===== src/rtl/apb_master_xfer.sv =====
// apb_master_xfer: turns granted packets into APB transfers (IDLE/SETUP/ACCESS)
// and queues each completion in a 4-entry response FIFO.
// Optional: define APB_TIMEOUT_EN to force completion (err=1) after 16 stalled
// ACCESS cycles; without it ACCESS waits for pready indefinitely.
module apb_master_xfer (
    input  logic        clk,
    input  logic        reset,
    input  logic        pkt_valid,
    input  logic [31:0] pkt_wdata,
    input  logic [31:0] pkt_addr,
    input  logic        pkt_write,
    output logic        pkt_ready,
    output logic        psel,
    output logic        penable,
    output logic        pwrite,
    output logic [31:0] paddr,
    output logic [31:0] pwdata,
    input  logic [31:0] prdata,
    input  logic        pready,
    input  logic        pslverr,
    output logic        rsp_valid,
    output logic [31:0] rsp_rdata,
    output logic        rsp_write,
    output logic        rsp_err,
    input  logic        rsp_ready
);

    typedef enum logic [1:0] {S_IDLE, S_SETUP, S_ACCESS} state_t;

    state_t      r_state;
    logic        r_psel, r_penable, r_pwrite;
    logic [31:0] r_paddr, r_pwdata;
    logic [1:0]  r_wptr, r_rptr;
    logic [2:0]  r_count;
    logic [33:0] r_mem [4];

    logic        w_accept, w_pop, w_push, w_done, w_tmo;
    logic [33:0] w_entry;

`ifdef APB_TIMEOUT_EN
    logic [4:0]  r_tcnt;
    // 16th consecutive stalled ACCESS cycle ends the transfer
    assign w_tmo = !pready && (r_tcnt == 5'd15);
`else
    assign w_tmo = 1'b0;
`endif

    assign rsp_valid = (r_count != 3'd0);
    // a full queue may still accept when the head is popped this same cycle
    assign pkt_ready = (r_state == S_IDLE) && !reset &&
                       ((r_count < 3'd4) || rsp_ready);
    assign w_accept  = pkt_valid && pkt_ready;
    assign w_pop     = rsp_valid && rsp_ready;
    assign w_done    = (r_state == S_ACCESS) && (pready || w_tmo);
    assign w_push    = w_done && !reset;
    assign w_entry   = {(r_pwrite || w_tmo) ? 32'h0 : prdata, r_pwrite, pslverr || w_tmo};

    assign psel      = r_psel;
    assign penable   = r_penable;
    assign pwrite    = r_pwrite;
    assign paddr     = r_paddr;
    assign pwdata    = r_pwdata;
    assign rsp_rdata = r_mem[r_rptr][33:2];
    assign rsp_write = r_mem[r_rptr][1];
    assign rsp_err   = r_mem[r_rptr][0];

    // transfer FSM with registered APB request outputs
    always_ff @(posedge clk) begin
        if (reset) begin
            r_state   <= S_IDLE;
            r_psel    <= 1'b0;
            r_penable <= 1'b0;
            r_pwrite  <= 1'b0;
            r_paddr   <= 32'h0;
            r_pwdata  <= 32'h0;
`ifdef APB_TIMEOUT_EN
            r_tcnt    <= 5'd0;
`endif
        end else begin
            case (r_state)
                S_IDLE: begin
                    if (w_accept) begin
                        r_paddr  <= pkt_addr;
                        r_pwdata <= pkt_wdata;
                        r_pwrite <= pkt_write;
                        r_psel   <= 1'b1;
                        r_state  <= S_SETUP;
                    end
                end
                S_SETUP: begin
                    r_penable <= 1'b1;
                    r_state   <= S_ACCESS;
`ifdef APB_TIMEOUT_EN
                    r_tcnt    <= 5'd0;
`endif
                end
                S_ACCESS: begin
                    if (w_done) begin
                        r_psel    <= 1'b0;
                        r_penable <= 1'b0;
                        r_state   <= S_IDLE;
                    end
`ifdef APB_TIMEOUT_EN
                    else begin
                        r_tcnt <= r_tcnt + 5'd1;
                    end
`endif
                end
                default: r_state <= S_IDLE;
            endcase
        end
    end

    // response queue pointers and occupancy
    always_ff @(posedge clk) begin
        if (reset) begin
            r_wptr  <= 2'd0;
            r_rptr  <= 2'd0;
            r_count <= 3'd0;
        end else begin
            if (w_push) r_wptr <= r_wptr + 2'd1;
            if (w_pop)  r_rptr <= r_rptr + 2'd1;
            case ({w_push, w_pop})
                2'b10:   r_count <= r_count + 3'd1;
                2'b01:   r_count <= r_count - 3'd1;
                default: r_count <= r_count;
            endcase
        end
    end

    // response storage, not reset (contents only visible while rsp_valid)
    always_ff @(posedge clk) begin
        if (w_push) r_mem[r_wptr] <= w_entry;
    end

endmodule


===== config.mk =====
export PLATFORM = sky130hd
export DESIGN_NAME = apb_master_xfer
export DESIGN_NICKNAME = d
export VERILOG_FILES = /design/src/rtl/apb_master_xfer.sv
export SDC_FILE = /design/constraint.sdc
export NUM_CORES = 1
export LEC_CHECK = 0
export CORE_MARGIN = 10
export CORE_UTILIZATION = 36
export CTS_CLUSTER_SIZE = 24
export DETAILED_ROUTE_END_ITERATION = 6
export GPL_ROUTABILITY_DRIVEN = 0
export PLACE_DENSITY = 0.72
export SLEW_MARGIN = 20
export SYNTH_ARGS = -nofsm -noshare
export SYNTH_HDL_FRONTEND = slang
export SYNTH_SLANG_ARGS = --single-unit

===== constraint.sdc =====
create_clock -name clk -period 3.02 [get_ports clk]
set_input_delay 0.604 -clock clk [delete_from_list [all_inputs] [get_ports clk]]
set_output_delay 0.604 -clock clk [all_outputs]
set_load 0.1 [all_outputs]

## Word-level counts from Yosys, hierarchy flattened

Memories as Yosys holds them, arrays and structs flattened. A register that Yosys moved wholly into a read port is not among the register bits.
Cells that the tools add are included.

- Reduce and logical (&&, ||, !) cells: 17
- $add $sub $neg: 4
- Order comparisons: 1
- Eq/ne operators: 6
- Mux-type cells: 13

Operators by type and width:

| cell | number |
|---|---|
| two-way mux 32 bit | 1 |
| two-way mux 2 bit | 4 |
| logical AND 1 bit | 6 |
| case mux 2 bit (3 select lines) | 1 |
| case mux 3 bit (2 select lines) | 1 |
| AND reduction 2 bit | 3 |
| nonzero test 2 bit | 3 |
| adder 2 x 1 -> 2 bit (second input constant) | 2 |
| equality test 2 x 1 -> 1 bit (second input constant) | 2 |
| equality test 2 bit (second input constant) | 2 |
| two-way mux 1 bit | 4 |
| != test 2 bit (second input constant) | 2 |
| case mux 1 bit (2 select lines) | 2 |
| adder 3 x 1 -> 3 bit (second input constant) | 1 |
| less-than comparator 3 bit (second input constant) | 1 |
| AND reduction 3 bit | 1 |
| nonzero test 3 bit | 1 |
| subtractor 3 x 1 -> 3 bit (second input constant) | 1 |
| zero test 2 bit | 1 |
| zero test 1 bit | 1 |
| logical OR 1 bit | 1 |

- Flip-flop bits (word level): 76
- Memories kept: 1
- RAM bits: 136
- Logic and storage cells: 51
- Input bits: 103

Memory list:

| name | words | bits a word | read ports | clocked after memory_dff | write ports | RTL line | text |
|---|---|---|---|---|---|---|---|
| r_mem | 4 | 34 | 1 | 1 | 1 | 35 | `logic [33:0] r_mem [4];` |

## Longest topological paths before layout

Gate-level depths: netlist (run 1).

- Word-level depth: 6
- Gate-level depth with buffers: 9
- Mapped depth without buffers: 9

## Worst setup path after synthesis (run 1)

OpenSTA, ideal clock, no wires.

- Path kind: input port to output port
- Start point: input port rsp_ready
- End point: output port pkt_ready
- Setup slack: -1.528 ns
- Required time: 2.416 ns
- Stages on the path: 4
- Data arrival time: 3.944 ns
- Buffers on the path: 2
- Cells stage by stage: and2b_1 buf_2 clkbuf_1 nor4_1

- Cells in the longest elaborated chain, start to end: 2

RTL lines:

| item | RTL line | text |
|---|---|---|
| start: declaration | 25 | `input logic rsp_ready` |
| logical OR 1 bit | 51 | `((r_count < 3'd4) \|\| rsp_ready);` |
| logical AND 1 bit | 50 | `assign pkt_ready = (r_state == S_IDLE) && !reset &&` |
| end: declaration | 12 | `output logic pkt_ready,` |

Every way passes these cells.

==> reports/qor.csv, run 1 <==
metric,value,unit
status,completed,
"Slew Viols, Final",0,
CTS tree,done,
die footprint,29200,sq um
DR vias/cell,5.07,
data arrival time of the worst path,2200,ps
Num CTS Buffers,24,
Worst-Margin Slew,821,ps
FF+latch area,5650,sq um
Max VDD drop,0.449,mV
CTS max path bufs,3,
Setup Viol. Count Final,0,
Achievable Freq,356,MHz
n_diodes,0,
final worst path period share,92.9,%
Die Ht,171,um
I/O pin cnt,206,
critical path capture point type,primary output,
CTS root buf,clkbuf_16,
HP Start,reset,
grt ovf,0,
H-tree level count,1,
dpl cells,1034,
antenna violations before repair,0,
Mapped Cells,578,
depth of the most critical reg-to-reg path,8,
hold depth,2,
Syn Nets,687,
net count reported at finish,884,
postcts setup bufs,0,
Hold Path Sink,r_wptr[0]$_SDFFE_PP0P_,
Sum Neg Setup Slack,0,ps
Hold Path Class,input pin to flip-flop,
skew final,18.3,ps
Layout area overhead,41.0,%
Hold WS,390,ps
Fin. Hold Viols,0,
syn_area_per_cell,14.2,sq um
Synth cell types,33,
relative slew slack,45.3,%
"Reg clk slew, reported paths",60,ps
leak pwr,4.03,nW
first-pass GRT wire length,33800,um
drt wl/cell,20.1,um
Multi-input gate area,2320,sq um
post-CTS sizing,0,
Initial Util,36.4,%
Max-cap violations,0,
core area,22500,sq um
FF-to-FF setup slack,990,ps
non-filler instance count after layout,1077,
# fillers,1884,
# DRC,0,
CP required,2420,ps
post-synthesis register bit count,214,
hold_buf cts,0,
all-layer global routing usage,14.7,%
RSZ-0062 raised after global routing,false,
Reg2Reg Launch Point,r_state[0]$_SDFFE_PP0P_,
pin count of the biggest net entering global routing,75,
vias in the first global route,5745,
Final Util,51.3,%
Pwr Density,603,nW/um^2
synth warn,0,
mapped cell area,8190,sq um
Die X,171,um
port bufs,205,
Skew-Pair Late Insertion Delay,520,ps
critical path peak fanout,25,
final wirelength,21700,um
vias,5464,
register area share after synthesis,68.9,%
share of cells above drive strength 1,25.3,%
Final min period,2810,ps
FP Rows,55,
hpwl dp,14500,um
clock sinks,214,
drt pass-1 iters,4,
post-route ant nets,0,
Setup Crit Path Kind,flip-flop to primary output,
reg2reg end,r_count[2]$_SDFFE_PP0P_,
Worst Setup Start Kind,flip-flop,
DR iter-0 viols,325,
[final cells by class]
type / count / share of cell area (%)
flip-flops and latches: 214 / 48.9
well taps: 285 / 3.09
clock inverters: 5 / 0.542
clock buffers: 38 / 6.19
inverters: 7 / 0.227
repair buffers: 219 / 21.0
multi-input cells: 309 / 20.1
[cell usage in the layout, fill, tap and decap left out, types with 2 or more instances in the layout]
| cell | n |
|---|---|
| a21oi_1 | 69 |
| and2_2 | 4 |
| buf_12 | 42 |
| buf_4 | 75 |
| clkbuf_1 | 7 |
| clkbuf_16 | 24 |
| clkbuf_8 | 6 |
| clkdlybuf4s50_1 | 101 |
| clkinv_2 | 2 |
| dfxtp_1 | 75 |
| dfxtp_2 | 3 |
| edfxtp_1 | 136 |
| ha_1 | 5 |
| inv_1 | 7 |
| mux4_2 | 34 |
| nand3_1 | 65 |
| nor2_1 | 12 |
| nor2b_1 | 32 |
| nor3_1 | 2 |
| o21ai_0 | 25 |
| o21ai_1 | 41 |
| or3_1 | 2 |
| xnor2_1 | 2 |
| xor2_1 | 3 |
[metrics by stage]
step | worst slack [ps] | instance area, sq um | power (mW)
floorplan | 293 | 8210 | 3.88
global placement | 390 | 10800 | 4.21
detailed placement | 375 | 10800 | 4.22
CTS | 134 | 11500 | 7.05
global route | 64.4 | 11500 | 7.22
finish | 214 | 11500 | 6.97
[flip-flops by register name, indices dropped and copies added (netlist names), 2 cells and up, named ones only]
name and count:
r_mem 136, paddr 32, pwdata 32, r_count 3
r_rptr 2, r_state 2, r_wptr 2
[report_power, final]
| group | switching, mW | leakage (nW) | total, mW | internal [mW] |
|---|---|---|---|---|
| registers | 0.0374 | 1.86 | 3.21 | 3.17 |
| logic | 0.632 | 1.78 | 0.946 | 0.314 |
| clock network | 1.11 | 0.385 | 2.81 | 1.70 |
| total | 1.78 | 4.03 | 6.97 | 5.19 |
[worst max-delay path, stage by stage, from the launching register on]
cell	delay [ps]
dfxtp_2	580
buf_12	280
mux4_2	600
buf_12	200
[cell families after synthesis]
kind of cell	Yosys count	share of synthesized area (%)
AO/OA/AOI/OAI	138	8.55
XOR/XNOR	5	0.535
adder cells (fa/ha/maj)	6	1.01
buffers and inverters	55	3.15
flip-flops	214	68.9
multiplexers	35	9.47
AND/OR/NAND/NOR	125	8.37
[synth_stat cells]
| master | n | area, sq um |
|---|---|---|
| xor2_1 | 3 | 26.3 |
| ha_1 | 5 | 62.6 |
| o21ai_1 | 41 | 205 |
| fa_1 | 1 | 20.0 |
| a21oi_1 | 69 | 345 |
| clkbuf_1 | 31 | 116 |
| nand2_1 | 1 | 3.75 |
| nor2_1 | 12 | 45.0 |
| or3_1 | 2 | 12.5 |
| buf_1 | 1 | 3.75 |
| mux2i_1 | 1 | 10.0 |
| inv_1 | 7 | 26.3 |
| o21ai_0 | 25 | 125 |
| nand3b_1 | 1 | 7.51 |
| nor4_1 | 1 | 6.26 |
| mux4_2 | 34 | 766 |
| nor3_1 | 2 | 10.0 |
| and2b_1 | 1 | 7.51 |
| or4b_4 | 1 | 13.8 |
| nand2b_1 | 1 | 6.26 |
| edfxtp_1 | 136 | 4080 |
| o311ai_0 | 1 | 8.76 |
| buf_2 | 11 | 55.1 |
| dfxtp_1 | 78 | 1560 |
| a22oi_1 | 1 | 7.51 |
| nor3b_1 | 1 | 7.51 |
| nor2b_1 | 32 | 200 |
| o31a_1 | 1 | 8.76 |
| buf_6 | 5 | 56.3 |
| xnor2_1 | 2 | 17.5 |
| nand3_1 | 65 | 325 |
| nor4b_2 | 1 | 15.0 |
| and2_1 | 4 | 25.0 |
[per-layer routing]
| metal | GRT usage [%] | share of wire [%] | up-vias |
|---|---|---|---|
| met5 | 0 | 0 | - |
| met4 | 3.36 | 1.3 | 0 |
| met3 | 7.76 | 14 | 21 |
| met2 | 22.5 | 46 | 245 |
| met1 | 18.0 | 39 | 2636 |
| li1 | - | - | 2562 |
[worst max-delay path by stage]
stage / slack [ps] / endpoint / from
4_1_cts: 130 / rsp_rdata[2] / flip-flop
3_5_place_dp: 370 / r_count[2]$_SDFFE_PP0P_ / rsp_ready
6_report: 210 / rsp_rdata[2] / flip-flop
2_1_floorplan: 290 / pkt_ready / rsp_ready
5_1_grt: 60 / rsp_rdata[2] / flip-flop
3_3_place_gp: 390 / r_count[2]$_SDFFE_PP0P_ / rsp_ready
Power figures use the tool's default switching activity.
==> inputs of run 2 (changes only) <==
--- a/config.mk
+++ b/config.mk
@@ -10,6 +10,7 @@
 export CTS_CLUSTER_SIZE = 24
 export DETAILED_ROUTE_END_ITERATION = 6
 export GPL_ROUTABILITY_DRIVEN = 0
+export GPL_TIMING_DRIVEN = 0
 export PLACE_DENSITY = 0.72
 export SLEW_MARGIN = 20
 export SYNTH_ARGS = -nofsm -noshare
==> run 2 against run 1 <==
Effect of this change:
- clock power rose by 14%
- setup slack lost 110 ps
- via count increased by 2.8%
- sequential power is essentially flat
- utilization is 0.48 points lower
- wire length rose by 3.1%
- critical endpoint is now pwrite
- largest power group unchanged
- highest routed layer unchanged
==> reports/qor.csv, run 2 (synthesis gave the netlist of run 1 again) <==
metric,value,unit,change
drt pass-1 iters,6,,+2
core area,22500,sq um,unchanged
"commonest non-fill, non-tap cell in the layout",clkdlybuf4s50_1,,
final wirelength,22400,um,+3.1%
total power,7.32,mW,+5.1%
grt ovf,0,,unchanged
data arrival time of the worst path,2310,ps,+110 ps
# DRC,0,,unchanged
skew final,18.6,ps,+0.350 ps
Initial Util,36.4,%,unchanged
FP Rows,55,,unchanged
Final min period,2910,ps,+107 ps
Buf/Inv on CP,1,,-1
most flop-heavy register,r_mem,,
die footprint,29200,sq um,unchanged
Pwr Density,640,nW/um^2,+6.1%
postcts setup bufs,0,,unchanged
CTS tree,done,,
final worst path period share,96.5,%,+3.6 points
Worst-Margin Slew,1080,ps,+257 ps
RSZ-0062 raised after global routing,false,,
Achievable Freq,343,MHz,-3.7%
Fin. Hold Viols,0,,unchanged
hold_buf cts,0,,unchanged
Die Ht,171,um,unchanged
status,completed,,
relative slew slack,28.0,%,-17 points
max FFs per register,136,,unchanged
CTS root buf,clkbuf_16,,
crit path cell chain,clkdlybuf4s50_1,,
DR iter-0 viols,260,,-20%
drt wl/cell,20.1,um,-0.21%
vias,5615,,+2.8%
vias in the first global route,5924,,+3.1%
critical path peak fanout,11,,-56%
max incr delay on CP,1220,ps,+620 ps
pin count of the biggest net entering global routing,28,,-63%
post-CTS sizing,148,,+148
Worst path slowest cell,clkdlybuf4s50_1,,
leak pwr,3.84,nW,-4.5%
Die X,171,um,unchanged
Max VDD drop,0.458,mV,+2.1%
I/O pin cnt,206,,unchanged
n_diodes,0,,unchanged
antenna violations before repair,0,,unchanged
crit-path leading delay family,buffers and inverters,,
hpwl dp,15900,um,+9.9%
Layout area overhead,39.7,%,
Reg2Reg Launch Point,r_state[1]$_SDFFE_PP0P_,,
Setup Crit Path Kind,flip-flop to primary output,,
port bufs,204,,-0.49%
"Slew Viols, Final",0,,unchanged
Worst Setup Start Kind,flip-flop,,
net count reported at finish,919,,+4.0%
HP Start,pwdata[6]$_SDFFE_PP0P_,,
Max-cap violations,0,,unchanged
CP required,2420,ps,about the same
Num CTS Buffers,24,,unchanged
CTS max path bufs,3,,unchanged
clock sinks,214,,unchanged
Skew-Pair Late Insertion Delay,520,ps,about the same
Hold Path Class,flip-flop to flip-flop,,
post-route ant nets,0,,unchanged
"commonest cells after routing, fill and taps aside","clkdlybuf4s50_1, edfxtp_1, dfxtp_1, a21oi_1, nand3_1",,
Hold WS,475,ps,+84.7 ps
Setup Viol. Count Final,0,,unchanged
Worst Setup SP,pwrite$_SDFFE_PP0P_,,
H-tree level count,1,,unchanged
critical path capture point type,primary output,,
first-pass GRT wire length,34300,um,+1.5%
share of cells above drive strength 1,17.0,%,-8.2 points
"Reg clk slew, reported paths",60,ps,about the same
DR vias/cell,5.04,,-0.56%
all-layer global routing usage,15.1,%,+0.37 points
[run 2: cell count changes in the layout (fill, tap and decap cells not counted), moves of 2 or more]
cell and delta:
buf_2 +37, clkbuf_4 +3, clkbuf_16 +3, buf_6 +6, clkbuf_8 -2, buf_12 -39, clkdlybuf4s50_1 +67, clkbuf_2 +4
clkbuf_1 +21, dfxtp_2 -3, dfxtp_1 +3, bufinv_16 +2, buf_4 -72
[run 2: routing by layer]
metal | vias to the layer above | track usage [%] | wire, um
li1 | 2648 | - | -
met1 | 2709 | 16.9 | 8830
met2 | 226 | 24.5 | 10200
met3 | 32 | 8.18 | 2920
met4 | 0 | 3.86 | 397
met5 | - | 0 | 0
[run 2: worst paths after layout]
kind,cells past startpoint,to,slack [ps]
worst max-delay path,1,pwrite,110
worst min-delay path,2,pwdata[6]$_SDFFE_PP0P_,480
worst max register to register,9,r_count[2]$_SDFFE_PP0P_,820
worst min register to register,2,pwdata[6]$_SDFFE_PP0P_,480
[run 2: report_power, final]
group / internal, mW / switching [mW] / total, mW
Clock: 1.99 / 1.20 / 3.19
Combinational: 0.292 / 0.636 / 0.928
Sequential: 3.17 / 0.0325 / 3.20
[run 2: worst register-to-register path, cell delays in order (launching register included)]
cell,delay (ps)
dfxtp_1,490
nand2_1,120
nor3_1,410
inv_1,110
ha_1,240
inv_1,80
fa_1,180
xor2_1,70
or3_1,300
a21oi_1,140
[run 2: stage by stage]
stage	setup WS, ps	instance area (sq um)	TNS, ps	utilization, %	instances
after floorplan	293	8210	0	-	578
final	107	11400	0	50.8	1113
after global placement	-868	10600	-84010	47.1	1067
after global routing	13.2	11400	0	50.8	1113
after detailed placement	-864	10700	-10270	47.5	1071
after CTS	-73.4	11500	-73.4	51.2	1115
[run 2: area by class of cell]
| type | count | area [sq um] |
|---|---|---|
| Fill cell | 1970 | 11100 |
| Sequential cell | 214 | 5650 |
| Multi-Input combinational cell | 309 | 2310 |
| Timing Repair Buffer | 208 | 1960 |
| Clock buffer | 34 | 743 |
| Tap cell | 285 | 357 |
| Buffer | 46 | 243 |
| Clock inverter | 10 | 155 |
| Inverter | 7 | 26.3 |
==> inputs of run 3 (changes only) <==
--- a/config.mk
+++ b/config.mk
@@ -11,7 +11,7 @@
 export DETAILED_ROUTE_END_ITERATION = 6
 export GPL_ROUTABILITY_DRIVEN = 0
 export GPL_TIMING_DRIVEN = 0
-export PLACE_DENSITY = 0.72
+export PLACE_DENSITY = 0.74
 export SLEW_MARGIN = 20
 export SYNTH_ARGS = -nofsm -noshare
 export SYNTH_HDL_FRONTEND = slang
==> constraint.sdc (replaced) <==
create_clock -name clk -period 2.5 [get_ports clk]
set_input_delay 0.5 -clock clk [delete_from_list [all_inputs] [get_ports clk]]
set_output_delay 0.5 -clock clk [all_outputs]
set_load 0.1 [all_outputs]
==> run 3 against run 2 <==
Effect of this change:
- via count up 0.16%
- critical path depth up 3
- cell count up 0.18%
- non-clock buffer count unchanged
- critical endpoint is now rsp_rdata[24]
- largest cell class unchanged
==> reports/qor.csv, run 3 (synthesis gave the netlist of run 1 again) <==
metric,value,unit,change
status,completed,,
met1 WL,8700,um,-1.4%
crit-path leading delay family,multiplexers,,
clock sinks,214,,unchanged
I/O pin cnt,206,,unchanged
H-tree level count,1,,unchanged
leak pwr,4.25,nW,+10%
wire length on met3,2960,um,+1.2%
Die Ht,171,um,unchanged
Worst-Margin Slew,1040,ps,-33.2 ps
Die X,171,um,unchanged
drt pass-1 iters,6,,unchanged
Hold Path Class,flip-flop to flip-flop,,
all-layer global routing usage,15.5,%,+0.40 points
CP required,2000,ps,-420 ps
Fin. Hold Viols,0,,unchanged
first-pass GRT wire length,35200,um,+2.6%
critical path capture point type,primary output,,
"Slew Viols, Final",0,,unchanged
pin count of the biggest net entering global routing,25,,-11%
die footprint,29200,sq um,unchanged
Achievable Freq,412,MHz,
Final min period,2430,ps,
max incr delay on CP,550,ps,-670 ps
antenna violations before repair,2,,+2
FP Rows,55,,unchanged
grt ovf,0,,unchanged
Skew-Pair Late Insertion Delay,510,ps,about the same
DR iter-0 viols,326,,+25%
core area,22500,sq um,unchanged
hpwl dp,16500,um,+3.6%
Setup Viol. Count Final,0,,unchanged
FF+latch area,5650,sq um,about the same
Max-cap violations,0,,unchanged
postcts setup bufs,0,,unchanged
Setup Crit Path Kind,flip-flop to primary output,,
critical path peak fanout,10,,-1
Hold WS,472,ps,-3.31 ps
hold_buf cts,0,,unchanged
port bufs,204,,unchanged
Final Util,51.0,%,+0.18 points
CTS tree,done,,
Worst Setup Start Kind,flip-flop,,
Initial Util,36.4,%,unchanged
"Reg clk slew, reported paths",60,ps,about the same
max FFs per register,136,,unchanged
# DRC,0,,unchanged
post-route ant nets,0,,unchanged
most flop-heavy register,r_mem,,
Max VDD drop,0.481,mV,+5.0%
Buf/Inv on CP,3,,+2
crit path cell chain,"buf_6, buf_12, mux4_2, buf_8",,
Layout area overhead,40.2,%,
design area,11500,sq um,+0.36%
final wirelength,22700,um,+1.4%
RSZ-0062 raised after global routing,false,,
"commonest cells after routing, fill and taps aside","edfxtp_1, clkdlybuf4s50_1, dfxtp_1, a21oi_1, nand3_1",,
Worst path slowest cell,mux4_2,,
skew final,17.9,ps,-0.759 ps
vias in the first global route,6161,,+4.0%
CTS root buf,clkbuf_16,,
share of cells above drive strength 1,16.9,%,-0.12 points
# fillers,1922,,-2.4%
DR vias/cell,5.04,,about the same
data arrival time of the worst path,1930,ps,-380 ps
"commonest non-fill, non-tap cell in the layout",edfxtp_1,,
vias,5624,,+0.16%
relative slew slack,30.7,%,+2.7 points
Pwr Density,734,nW/um^2,+15%
Num CTS Buffers,24,,unchanged
final worst path period share,97.1,%,
CTS max path bufs,3,,unchanged
Post-Place Cell Area,10700,sq um,about the same
net count reported at finish,919,,unchanged
drt wl/cell,20.3,um,+1.2%
uppermost layer routed,met4,,
met2 WL,10400,um,+2.1%
Multi-input gate area,2310,sq um,unchanged
run 3: final timing paths:
kind | cells after the start | start | end | slack [ps]
min | 2 | paddr[30]$_SDFFE_PP0P_ | paddr[30]$_SDFFE_PP0P_ | 470
min reg2reg | 2 | paddr[30]$_SDFFE_PP0P_ | paddr[30]$_SDFFE_PP0P_ | 470
max | 4 | flip-flop | rsp_rdata[24] | 70
max reg2reg | 9 | r_state[1]$_SDFFE_PP0P_ | r_count[2]$_SDFFE_PP0P_ | 330
run 3: through the flow:
| stage | std cells | setup slack (ps) | power (mW) | setup TNS (ps) |
|---|---|---|---|---|
| 6_report | 1115 | 71.9 | 8.43 | 0 |
| 5_1_grt | 1114 | 1.34 | 8.71 | 0 |
| 4_1_cts | 1113 | 0.0939 | 8.52 | 0 |
| 3_5_place_dp | 1071 | -1200 | 5.08 | -37330 |
| 3_3_place_gp | 1067 | -1200 | 5.07 | -152900 |
| 2_1_floorplan | 578 | -18.6 | 4.69 | -18.6 |
run 3: power by group:
group          total, mW  leakage (nW)  switching [mW]  internal [mW]
Combinational       1.11          1.99           0.773          0.341
Sequential          3.87          1.86          0.0359           3.83
Clock               3.45         0.395            1.36           2.08
Total               8.43          4.25            2.17           6.25
run 3: metal layers:
metal	track usage, %	vias up
li1	-	2658
met4	4.84	0
met2	25.2	230
met5	0	-
met3	7.95	35
met1	17.2	2701
run 3: repair_timing:
action / in CTS / in global routing
setup endpoints to repair: 94 / 26
cloned: 0 / 0
gates resized for setup: 304 / 15
run 3: worst register-to-register path, cell delays in order, from the launching register on:
cell and delay [ps]:
dfxtp_1 490, nand2_1 120, nor3_1 390, inv_1 120, ha_1 230, inv_1 70, fa_1 170, xor2_1 70
or3_1 310, a21oi_1 140
run 3: final cells by class:
type | instances | share of cell area (%)
flip-flops and latches | 214 | 49.2
multi-input cells | 309 | 20.1
repair buffers | 208 | 17.9
clock buffers | 33 | 5.82
well taps | 285 | 3.11
plain buffers | 46 | 2.55
clock inverters | 11 | 1.04
inverters | 7 | 0.229
diodes | 2 | 0.0436
